`config.mk`:
```
export PLATFORM = sky130hd
export DESIGN_NAME = alu_op_issuer
export DESIGN_NICKNAME = d
export VERILOG_FILES = /design/src/rtl/alu_op_issuer.sv
export SDC_FILE = /design/constraint.sdc
export NUM_CORES = 1
export LEC_CHECK = 0
export BUFFER_PORTS_ARGS = -buffer_cell sky130_fd_sc_hd__buf_2
export CELL_PAD_IN_SITES_DETAIL_PLACEMENT = 1
export CELL_PAD_IN_SITES_GLOBAL_PLACEMENT = 2
export CORE_AREA = 3 3 124 126
export CTS_BUF_LIST = sky130_fd_sc_hd__clkbuf_8
export CTS_CLUSTER_SIZE = 25
export DETAILED_ROUTE_END_ITERATION = 7
export DIE_AREA = 0 0 127 129
export GPL_ROUTABILITY_DRIVEN = 1
export HOLD_SLACK_MARGIN = 0.06
export PLACE_DENSITY_LB_ADDON = 0.1
export REMOVE_ABC_BUFFERS = 1
export SLEW_MARGIN = 25
export SYNTH_ARGS = -nofsm -noshare
export SYNTH_HDL_FRONTEND = slang
export SYNTH_SLANG_ARGS = --single-unit
```
`constraint.sdc`:
```
create_clock -name clk -period 3.3 [get_ports clk]
set_input_delay 0.165 -clock clk [delete_from_list [all_inputs] [get_ports clk]]
set_output_delay 0.165 -clock clk [all_outputs]
set_load 0.005 [all_outputs]
```
`src/rtl/alu_op_issuer.sv`:
```
// Sequential initiator for a combinational ALU: takes tagged commands and returns tagged results.
// Optional feature: define ALU_ISSUER_ABS_EN to enable the two-pass ABS operation (opcode C).
module alu_op_issuer #(
  parameter int N    = 32,
  parameter int TAGW = 4
) (
  input  logic            clk,
  input  logic            reset_n,
  input  logic            cmd_valid,
  output logic            cmd_ready,
  input  logic [3:0]      cmd_op,
  input  logic [N-1:0]    cmd_a,
  input  logic [N-1:0]    cmd_b,
  input  logic [TAGW-1:0] cmd_tag,
  output logic [N-1:0]    alu_a,
  output logic [N-1:0]    alu_b,
  output logic [4:0]      alu_fn,
  input  logic [N-1:0]    alu_r,
  input  logic            alu_z,
  output logic            rsp_valid,
  input  logic            rsp_ready,
  output logic [N-1:0]    rsp_r,
  output logic            rsp_z,
  output logic            rsp_err,
  output logic [TAGW-1:0] rsp_tag
);

  localparam logic [4:0] FN_ADD  = 5'b00001;
  localparam logic [4:0] FN_SUB  = 5'b10001;
  localparam logic [4:0] FN_AND  = 5'b00000;
  localparam logic [4:0] FN_OR   = 5'b00100;
  localparam logic [4:0] FN_XOR  = 5'b01000;
  localparam logic [4:0] FN_NOR  = 5'b01100;
  localparam logic [4:0] FN_SLL  = 5'b00010;
  localparam logic [4:0] FN_SRL  = 5'b01010;
  localparam logic [4:0] FN_SRA  = 5'b01110;
  localparam logic [4:0] FN_SLT  = 5'b10011;
  localparam logic [4:0] FN_SLTU = 5'b10111;

`ifdef ALU_ISSUER_ABS_EN
  typedef enum logic [1:0] {IDLE, EXEC, EXEC2, RESP} state_t;
`else
  typedef enum logic [1:0] {IDLE, EXEC, RESP} state_t;
`endif

  state_t     state;
  logic [4:0] dec_fn;
  logic       dec_legal;
  logic       accept;
`ifdef ALU_ISSUER_ABS_EN
  logic       dec_abs;
  logic       is_abs;
`endif

  // A new command may enter while the previous response is being consumed.
  assign cmd_ready = (state == IDLE) || ((state == RESP) && rsp_ready);
  assign accept    = cmd_valid && cmd_ready;

  always_comb begin
    dec_fn    = FN_AND;
    dec_legal = 1'b1;
`ifdef ALU_ISSUER_ABS_EN
    dec_abs   = 1'b0;
`endif
    case (cmd_op)
      4'h0: dec_fn = FN_ADD;
      4'h1: dec_fn = FN_SUB;
      4'h2: dec_fn = FN_AND;
      4'h3: dec_fn = FN_OR;
      4'h4: dec_fn = FN_XOR;
      4'h5: dec_fn = FN_NOR;
      4'h6: dec_fn = FN_SLL;
      4'h7: dec_fn = FN_SRL;
      4'h8: dec_fn = FN_SRA;
      4'h9: dec_fn = FN_SLT;
      4'hA: dec_fn = FN_SLTU;
`ifdef ALU_ISSUER_ABS_EN
      4'hC: begin
        dec_fn  = FN_SLT;
        dec_abs = 1'b1;
      end
`endif
      default: dec_legal = 1'b0;
    endcase
  end

  always_ff @(posedge clk or negedge reset_n) begin
    if (!reset_n) begin
      state     <= IDLE;
      alu_a     <= '0;
      alu_b     <= '0;
      alu_fn    <= FN_AND;
      rsp_valid <= 1'b0;
      rsp_r     <= '0;
      rsp_z     <= 1'b0;
      rsp_err   <= 1'b0;
      rsp_tag   <= '0;
`ifdef ALU_ISSUER_ABS_EN
      is_abs    <= 1'b0;
`endif
    end else begin
      case (state)
        IDLE: ;
        EXEC: begin
`ifdef ALU_ISSUER_ABS_EN
          if (is_abs) begin
            // Pass 1 was "cmd_a < 0"; pass 2 negates or passes the operand through.
            if (alu_r[0]) begin
              alu_a  <= '0;
              alu_b  <= alu_a;
              alu_fn <= FN_SUB;
            end else begin
              alu_b  <= '0;
              alu_fn <= FN_ADD;
            end
            state <= EXEC2;
          end else begin
            rsp_r     <= alu_r;
            rsp_z     <= alu_z;
            rsp_err   <= 1'b0;
            rsp_valid <= 1'b1;
            state     <= RESP;
          end
`else
          rsp_r     <= alu_r;
          rsp_z     <= alu_z;
          rsp_err   <= 1'b0;
          rsp_valid <= 1'b1;
          state     <= RESP;
`endif
        end
`ifdef ALU_ISSUER_ABS_EN
        EXEC2: begin
          rsp_r     <= alu_r;
          rsp_z     <= alu_z;
          rsp_err   <= 1'b0;
          rsp_valid <= 1'b1;
          state     <= RESP;
        end
`endif
        RESP: begin
          if (rsp_ready) begin
            rsp_valid <= 1'b0;
            state     <= IDLE;
          end
        end
        default: state <= IDLE;
      endcase

      // Acceptance overrides the IDLE/RESP bookkeeping above.
      if (accept) begin
        rsp_tag <= cmd_tag;
        if (dec_legal) begin
          alu_fn <= dec_fn;
          alu_a  <= cmd_a;
`ifdef ALU_ISSUER_ABS_EN
          alu_b  <= dec_abs ? '0 : cmd_b;
          is_abs <= dec_abs;
`else
          alu_b  <= cmd_b;
`endif
          state  <= EXEC;
        end else begin
          rsp_r     <= '0;
          rsp_z     <= 1'b0;
          rsp_err   <= 1'b1;
          rsp_valid <= 1'b1;
          state     <= RESP;
        end
      end
    end
  end

endmodule
```
; ---- After elaboration in Yosys (flattened, before gate mapping)
; Index checks and enable logic that the tools add are counted.
[word_totals]
regBits = 110
latchBits = 0
ram_bits = 0
romBits = 0
out_inout_bits = 109
word_cells = 50
n_memories = 0
[classes]
add_sub_neg = 0
multipliers = 0
n_div = 0
n_lt_le_gt_ge = 0
n_eq_ne = 14
shifts = 0
muxes = 19
n_bitwise = 0
reduce_logical = 8
[ops]
columns = op, n
row1 = 32-bit 2-to-1 mux, 3
row2 = 5-bit case mux with 10 select lines, 1
row3 = 4-bit by 3-bit == test with 1-bit output (second input constant), 4
row4 = 4-bit == test (second input constant), 3
row5 = 11-bit OR reduction, 1
row6 = 1-bit 2-to-1 mux, 10
row7 = 4-bit by 2-bit == test with 1-bit output (second input constant), 2
row8 = 2-bit 2-to-1 mux, 3
row9 = 2-bit case mux with 3 select lines, 1
row10 = 4-bit by 1-bit == test with 1-bit output (second input constant), 1
row11 = 4-bit logical NOT, 1
row12 = 2-bit AND reduction, 2
row13 = 3-bit != test (second input constant), 1
row14 = 2-bit by 1-bit == test with 1-bit output (second input constant), 1
row15 = 2-bit == test (second input constant), 1
row16 = 1-bit logical AND, 2
row17 = 2-bit logical NOT, 1
row18 = 2-bit != test (second input constant), 1
row19 = 1-bit case mux with 2 select lines, 1
row20 = 1-bit logical OR, 1

; ---- Logic depth before layout (Yosys ltp)
; Gate-level depths: netlist of run 1.
[depth]
depth_word = 6
depth_mapped = 8
depth_no_buf = 6

; ---- Worst setup path after synthesis of run 1
; OpenSTA, ideal clock, no wires.
[synth_path]
path_kind = reg2reg
startpoint = register state[0]
endpoint = register alu_a[0]
setup_ns = 0.125
arrival_time_ns = 1.618
required_ns = 3.175
path_slack_ns = 1.557
path_stages_with_launch = 9
path_buffers = 2
path_cell_list = dfrtp_1 > inv_1 > ha_1 > a21o_4 > nand2_4 > a21oi_2 > buf_6 > buf_12 > mux2_4
[synth_between]
elab_chain_len = 5
word_cells_on_any_way = 6
[synth_lines]
columns = item, line_no
row1 = "start, declared", 46  ; state_t state;
row2 = "start signal, assigned", 89  ; state <= IDLE;
row3 = "start signal, assigned", 129  ; state <= RESP;
row4 = "start signal, assigned", 144  ; state <= IDLE;
row5 = 2-bit == test, 56  ; assign cmd_ready = (state == IDLE) || ((state == RESP) && rsp_ready);
row6 = 1-bit logical AND, 56
row7 = 1-bit logical OR *, 56
row8 = named net cmd_ready, 10  ; output logic cmd_ready,
row9 = 1-bit logical AND *, 57  ; assign accept = cmd_valid && cmd_ready;
row10 = 2-bit AND reduction (no line) *, -
row11 = "end signal, assigned", 155  ; alu_a <= cmd_a;
row12 = "end, declared", 15  ; output logic [N-1:0] alu_a,
; The timed path passes the listed nets; every way through them passes the cells marked *.
; A chain may end at the register's enable or synchronous reset.

; ---- Final worst setup path of run 1
[layout_path]
startpoint = register state[1]
endpoint = register alu_a[24]
[layout_between]
elab_chain_len = 5
word_cells_on_any_way = 6
[layout_lines]
columns = item, line_no
row1 = 2-bit == test, 56
row2 = 1-bit logical AND, 56
row3 = 1-bit logical OR *, 56
row4 = 1-bit logical AND *, 57
row5 = 2-bit AND reduction (no line) *, -
; Mark *: on every way between the ends. The rest lies on a longest branch, timed or not.

==> results of run 1 <==
## critical path: stages, from the launching register on
cell and delay (ns):
dfrtp_1 0.40, inv_1 0.11, ha_1 0.23, a21o_4 0.14
nand2_4 0.14, a21oi_4 0.17, buf_12 0.39, mux2_2 0.40
## logic make-up after synthesis
family / Yosys count / share of synthesized area (%)
and+or+nand+nor: 51 / 4.75
buffers and inverters: 25 / 4.54
adders and majority gates: 3 / 0.801
AOI/OAI and AO/OA: 21 / 3.42
muxes: 103 / 27.7
DFF: 110 / 58.7
## final timing paths
check / startpoint / endpoint / cells after the start
setup / recovery: state[1] / alu_a[24] / 7
hold / removal: cmd_op[0] / alu_fn[4] / 2
setup reg to reg: state[1] / alu_a[24] / 7
hold reg to reg: alu_fn[3] / alu_fn[3] / 1
max in group asynchronous: reset_n / rsp_r[10] / 3
min in group asynchronous: reset_n / rsp_r[17] / 2
## cells in the final DEF (no fill, tap or decap), types with 2 or more instances in the layout
| cell type | n |
|---|---|
| inv_1 | 7 |
| bufinv_16 | 3 |
| mux2i_1 | 35 |
| mux2_4 | 49 |
| buf_4 | 3 |
| dfrtp_1 | 110 |
| a211oi_1 | 2 |
| buf_12 | 2 |
| nand2b_1 | 2 |
| ha_1 | 2 |
| mux2_2 | 19 |
| clkbuf_8 | 10 |
| o22ai_1 | 2 |
| a21oi_1 | 4 |
| dlygate4sd3_1 | 102 |
| a221o_1 | 2 |
| clkinv_4 | 2 |
| o21ai_0 | 2 |
| nor2b_1 | 2 |
| nand2_1 | 4 |
| a221oi_1 | 2 |
| nor2_1 | 36 |
| buf_2 | 216 |
## timing repair
action	in CTS	in global routing
hold endpoints to repair	150	0
setup buffers	0	0
setup endpoints to repair	0	0
hold buffers	102	0
## where the power goes
group | switching [mW] | leakage (nW) | internal [mW]
clock | 0.475 | 0.127 | 0.531
combinational | 1.03 | 2.10 | 1.44
sequential | 0.358 | 1.33 | 2.00
## per-layer routing
| layer | vias up | GRT usage [%] | wire length, um |
|---|---|---|---|
| met5 | - | 0 | 0 |
| met4 | 0 | 5.55 | 181 |
| met3 | 12 | 4.57 | 974 |
| met2 | 135 | 27.8 | 6560 |
| met1 | 1775 | 19.4 | 5580 |
| li1 | 1711 | - | - |
## sequential cells by signal, indices dropped and copies added, names as in the netlist
signal,flops
alu_fn,5
alu_a,32
rsp_err,1
state,2
rsp_r,32
rsp_tag,4
rsp_valid,1
rsp_z,1
alu_b,32
## metrics by stage
| step | worst slack, ns | cells |
|---|---|---|
| floorplan | -0.723 | 295 |
| global placement | 1.24 | 700 |
| detailed placement | 1.16 | 700 |
| CTS | 1.16 | 818 |
| global route | 1.03 | 818 |
| finish | 1.15 | 818 |
## synthesized netlist by cell type, drive strengths merged (3+ instances only)
cell type / number
nor2: 37
mux2: 68
mux2i: 35
buf: 18
a21oi: 5
nand2: 5
dfrtp: 110
ha: 3
inv: 7
## area by class of cell
| type | count | share of cell area, % |
|---|---|---|
| Clock buffer | 10 | 1.92 |
| Clock inverter | 6 | 1.63 |
| Multi-Input combinational cell | 178 | 24.2 |
| Sequential cell | 110 | 38.5 |
| Tap cell | 184 | 3.22 |
| Timing Repair Buffer | 323 | 30.2 |
| Inverter | 7 | 0.367 |
==> flow_summary.json, run 1 <==
{
  "cp-start-kind": "flop",
  "start_util_pct": 32.5,
  "fin_skew_ns": 0.0135,
  "arrival_ns": 2.41,
  "die_w_um": 127,
  "grt_max_degree": 66,
  "synth_flop_cell": "dfrtp_1",
  "area_delta_synth_final_pct": 52.8,
  "ys_seq_elements": 110,
  "hold_viol": 0,
  "seq_area_um2": 2750,
  "maxSlewHeadroom_pct": 55.5,
  "wire_per_inst_um": 16.2,
  "timing.hold.ws_ns": 0.130,
  "cts-resized-gates": 0,
  "clock-sinks": 110,
  "cts_tree": "built",
  "ant_nets": 0,
  "synth_cells": 313,
  "design.core.area_um2": 14400,
  "finalSetupViolCount": 0,
  "power_density_nw_per_um2": 816,
  "clock_latency_ns": 0.38,
  "multi_input_area_um2": 1730,
  "drive_gt1_share_pct": 49.1,
  "grt_usage_pct": 16.1,
  "max-vdd-ir-drop_mv": 0.354,
  "route.vias.total": 3633,
  "path_class": "reg2reg",
  "drt_pass1_iterations": 3,
  "worstPathRequired_ns": 3.57,
  "synth_area_um2": 4690,
  "routed_via_density": 4.44,
  "yosysTopAreaCellShare_pct": 58.7,
  "synth_cell_types": 34,
  "min_path_type": "in2reg",
  "fin_area_um2": 7160,
  "synth_edf_count": 0,
  "grt_overflow_total": 0,
  "fin_total_pwr_mw": 5.84,
  "period_minus_slack_ns": 2.15,
  "setup-tns-final_ns": 0,
  "synth_largest_area_cell": "dfrtp_1",
  "avgSynthCellArea_um2": 15.0,
  "utilization_pct": 49.6,
  "power.leakage_nw": 3.56,
  "ys_seq_area_share_pct": 58.7,
  "grt_antenna_before_repair": 0,
  "num_rows": 44,
  "worst_pin_slew_ns": 0.667,
  "period_share_pct": 65.1,
  "grt_pass1_vias": 4122,
  "io_pins": 218,
  "cts-root-buf": "clkbuf_8",
  "drt_iter0_markers": 125,
  "placement.cell_area_um2": 5880,
  "dieArea_um2": 16400,
  "status": "finished clean",
  "antenna_cells": 0,
  "drc": 0,
  "cts-htree-levels": 3,
  "detailed_place_hpwl_um": 8780,
  "port_buffers": 217,
  "clk_pin_slew_ns": 0.10,
  "yosysWarnings": 0,
  "routed_wl_um": 13300,
  "die-height_um": 129,
  "clk_path_buf_depth": 2,
  "synth_area_leaders": "dfrtp_1, mux2_4, mux2i_1, mux2_2, nor2_1",
  "r2r_slack_ns": 1.15,
  "rsz0062_at_grt": "no",
  "critPathCaptureType": "flop",
  "maxSlewViolCount": 0,
  "async_flop_share_pct": 100,
  "gp_congestion": 0.715,
  "drv_cap": 0,
  "fill_cells": 1552,
  "nets": 741,
  "cts_buffers": 9,
  "fmax_mhz": 466,
  "crit_fanout": 65,
  "grt_pass1_wl_um": 21000
}
No activity file was read; power rests on OpenSTA's default activity.
==> run 2: changes to the inputs <==
--- a/config.mk
+++ b/config.mk
@@ -5,14 +5,15 @@
 export SDC_FILE = /design/constraint.sdc
 export NUM_CORES = 1
 export LEC_CHECK = 0
+export ABC_AREA = 1
 export BUFFER_PORTS_ARGS = -buffer_cell sky130_fd_sc_hd__buf_2
 export CELL_PAD_IN_SITES_DETAIL_PLACEMENT = 1
 export CELL_PAD_IN_SITES_GLOBAL_PLACEMENT = 2
-export CORE_AREA = 3 3 124 126
+export CORE_AREA = 3 3 142 144
 export CTS_BUF_LIST = sky130_fd_sc_hd__clkbuf_8
 export CTS_CLUSTER_SIZE = 25
 export DETAILED_ROUTE_END_ITERATION = 7
-export DIE_AREA = 0 0 127 129
+export DIE_AREA = 0 0 145 147
 export GPL_ROUTABILITY_DRIVEN = 1
 export HOLD_SLACK_MARGIN = 0.06
 export PLACE_DENSITY_LB_ADDON = 0.1
==> constraint.sdc (replaced) <==
create_clock -name clk -period 1.85 [get_ports clk]
set_input_delay 0.0925 -clock clk [delete_from_list [all_inputs] [get_ports clk]]
set_output_delay 0.0925 -clock clk [all_outputs]
set_load 0.005 [all_outputs]
==> run 2 against run 1 <==
Clock power up 64%. Clock skew fell by 0.0041 ns. Maximum frequency increased by 33%. Global-route usage down 0.52 points. Combinational power up 56%. First-iteration DRC count increased by 32%. Sequential power is 72% higher. Via count rose by 28%.
==> flow_summary.json, run 2 <==
{
  "status": "finished clean",
  "cts-htree-levels": 3,
  "maxSlewHeadroom_pct": 70.5,
  "seq_area_um2": 2750,
  "grt_usage_pct": 15.6,
  "async_flop_share_pct": 100,
  "drive_gt1_share_pct": 30.3,
  "crit_fanout": 59,
  "cp-endpoint": "alu_b[20]",
  "synth_common_cells": "nand2_1, dfrtp_1, nand3_1",
  "timing.hold.ws_ns": 0.0887,
  "cp_slowest_stage_delay_ns": 0.41,
  "ys_seq_area_share_pct": 60.3,
  "arrival_ns": 1.94,
  "antenna_cells": 0,
  "synth_flop_cell": "dfrtp_1",
  "fill_cells": 2269,
  "critPathCaptureType": "flop",
  "routed_wl_um": 16500,
  "dieArea_um2": 21300,
  "regToRegEndpoint": "alu_b[20]",
  "ant_nets": 0,
  "drv_cap": 0,
  "cp-start-kind": "flop",
  "multi_input_area_um2": 1570,
  "cts_tree": "built",
  "start_util_pct": 24.2,
  "worstPathRequired_ns": 2.18,
  "design.core.area_um2": 18800,
  "grt_overflow_total": 0,
  "routed_via_density": 4.25,
  "grt_max_degree": 77,
  "clock-sinks": 110,
  "io_pins": 218,
  "path_buf_inv": 2,
  "yosysWarnings": 0,
  "period_minus_slack_ns": 1.61,
  "synth_edf_count": 0,
  "r2r_start": "state[0]",
  "period_share_pct": 87.2,
  "rr_worst_depth": 7,
  "max-vdd-ir-drop_mv": 0.539,
  "crit_path_start": "state[0]",
  "hold_viol": 0,
  "drt_pass1_iterations": 4,
  "wire_per_inst_um": 15.1,
  "power_density_nw_per_um2": 1330,
  "finalSetupViolCount": 0,
  "placement.cell_area_um2": 5940,
  "gp_congestion": 0.726,
  "route.vias.total": 4655,
  "r2r_slack_ns": 0.24,
  "ys_seq_elements": 110,
  "fin_area_um2": 7190,
  "rsz0062_at_grt": "no",
  "detailed_place_hpwl_um": 11100,
  "drc": 0,
  "fin_cells": 1096,
  "die_w_um": 145,
  "reg_top3": "alu_a x32, alu_b x32, rsp_r x32",
  "crit_family": "flip-flops",
  "die-height_um": 147,
  "worstSetupPathDepth": 7,
  "synth_largest_area_cell": "dfrtp_1",
  "port_buffers": 217,
  "final_common_cell": "nand2_1",
  "yosysTopAreaCellShare_pct": 60.3,
  "num_rows": 50,
  "power.leakage_nw": 3.91,
  "dp.cells": 978,
  "synth_cells": 518,
  "yosysMostFrequentCell": "nand2_1",
  "min_path_type": "in2reg",
  "nets": 944,
  "fmax_mhz": 620,
  "grt_pass1_wl_um": 26900,
  "drt_iter0_markers": 165,
  "slowest_stage": "dfrtp_1",
  "cts-root-buf": "clkbuf_8",
  "avgSynthCellArea_um2": 8.81,
  "synth_area_um2": 4560,
  "cts_buffers": 9,
  "synth_area_leaders": "dfrtp_1, nand2_1, nand3_1, a21oi_1, buf_6",
  "layout_common_cells": "nand2_1, buf_2, dfrtp_1",
  "path_class": "reg2reg",
  "area_delta_synth_final_pct": 57.7,
  "clk_pin_slew_ns": 0.11,
  "crit_chain": "inv_1, ha_1, nand2_1, a21boi_4, buf_12, nand3_1, nand2_1",
  "utilization_pct": 38.2,
  "grt_antenna_before_repair": 0,
  "maxSlewViolCount": 0,
  "cp_common_cell": "nand2_1",
  "worst_pin_slew_ns": 0.442,
  "clock_latency_ns": 0.38,
  "grt_pass1_vias": 5019,
  "synth_cell_types": 19,
  "fin_skew_ns": 0.00938,
  "clk_path_buf_depth": 2
}
## run 2: changes by cell type after synthesis, moves of 4 or more
| cell | before | now |
|---|---|---|
| a21oi_1 | 4 | 34 |
| buf_12 | 5 | 0 |
| buf_4 | 1 | 7 |
| clkbuf_1 | 0 | 8 |
| mux2_2 | 19 | 0 |
| mux2_4 | 49 | 0 |
| mux2i_1 | 35 | 0 |
| nand2_1 | 4 | 245 |
| nand2_2 | 0 | 4 |
| nand3_1 | 1 | 71 |
| nor2_1 | 36 | 5 |
## run 2: logic make-up (layout without fill, tap and decap cells)
family,Yosys count,after routing,synth area share [%]
simple gates,326,326,29.2
flops,110,110,60.3
buf+inv,42,360,5.27
compound gates,37,37,4.42
fa+ha+maj,3,3,0.823
## run 2: area by class of cell
type,count,share of cell area [%]
flip-flops and latches,110,38.3
repair buffers,334,31.8
multi-input cells,366,21.8
well taps,260,4.52
clock buffers,9,1.72
clock inverters,6,1.32
inverters,11,0.574
## run 2: worst min path at each step
stage / start / endpoint / slack (ns) / cells after the start
finish: cmd_op[1] / alu_fn[1] / 0.09 / 5
global route: cmd_op[1] / alu_fn[1] / 0.09 / 5
detailed placement: reset_n / rsp_r[29] / -0.06 / 1
CTS: cmd_op[1] / alu_fn[1] / 0.06 / 5
floorplan: reset_n / alu_a[0] / -0.20 / 0
global placement: reset_n / rsp_r[18] / -0.06 / 1
## run 2: repair_timing
| action | 4_1_cts | 5_1_grt |
|---|---|---|
| hold buffers | 103 | 0 |
| buffers inserted | 0 | 0 |
| gates resized for setup | 0 | 0 |
| hold endpoints to repair | 211 | 0 |
## run 2: metal layers
layer  part of all wire [%]  vias up  global-route usage (%)
met4                    1.5        0                    5.32
met3                    7.2       15                    4.90
met5                      0        -                       0
met2                     47      156                    25.7
met1                     45     2226                    19.5
li1                       -     2258                       -
## run 2: metrics by stage
stage / TNS [ns] / power (mW) / setup slack [ns]
finish: 0 / 9.59 / 0.237
global route: 0 / 10.5 / 0.114
CTS: 0 / 9.80 / 0.225
detailed placement: 0 / 7.91 / 0.255
global placement: 0 / 7.79 / 0.316
floorplan: -83.51 / 5.76 / -0.954
## run 2: report_power, final
part	total (mW)	switching (mW)	internal [mW]
logic	3.86	2.13	1.72
registers	4.07	0.588	3.48
clock network	1.66	0.891	0.769
## run 2: worst register-to-register path, stage by stage (launching register included)
cell	delay, ns
dfrtp_1	0.41
inv_1	0.08
ha_1	0.17
nand2_1	0.10
a21boi_4	0.22
buf_12	0.27
nand3_1	0.21
nand2_1	0.10
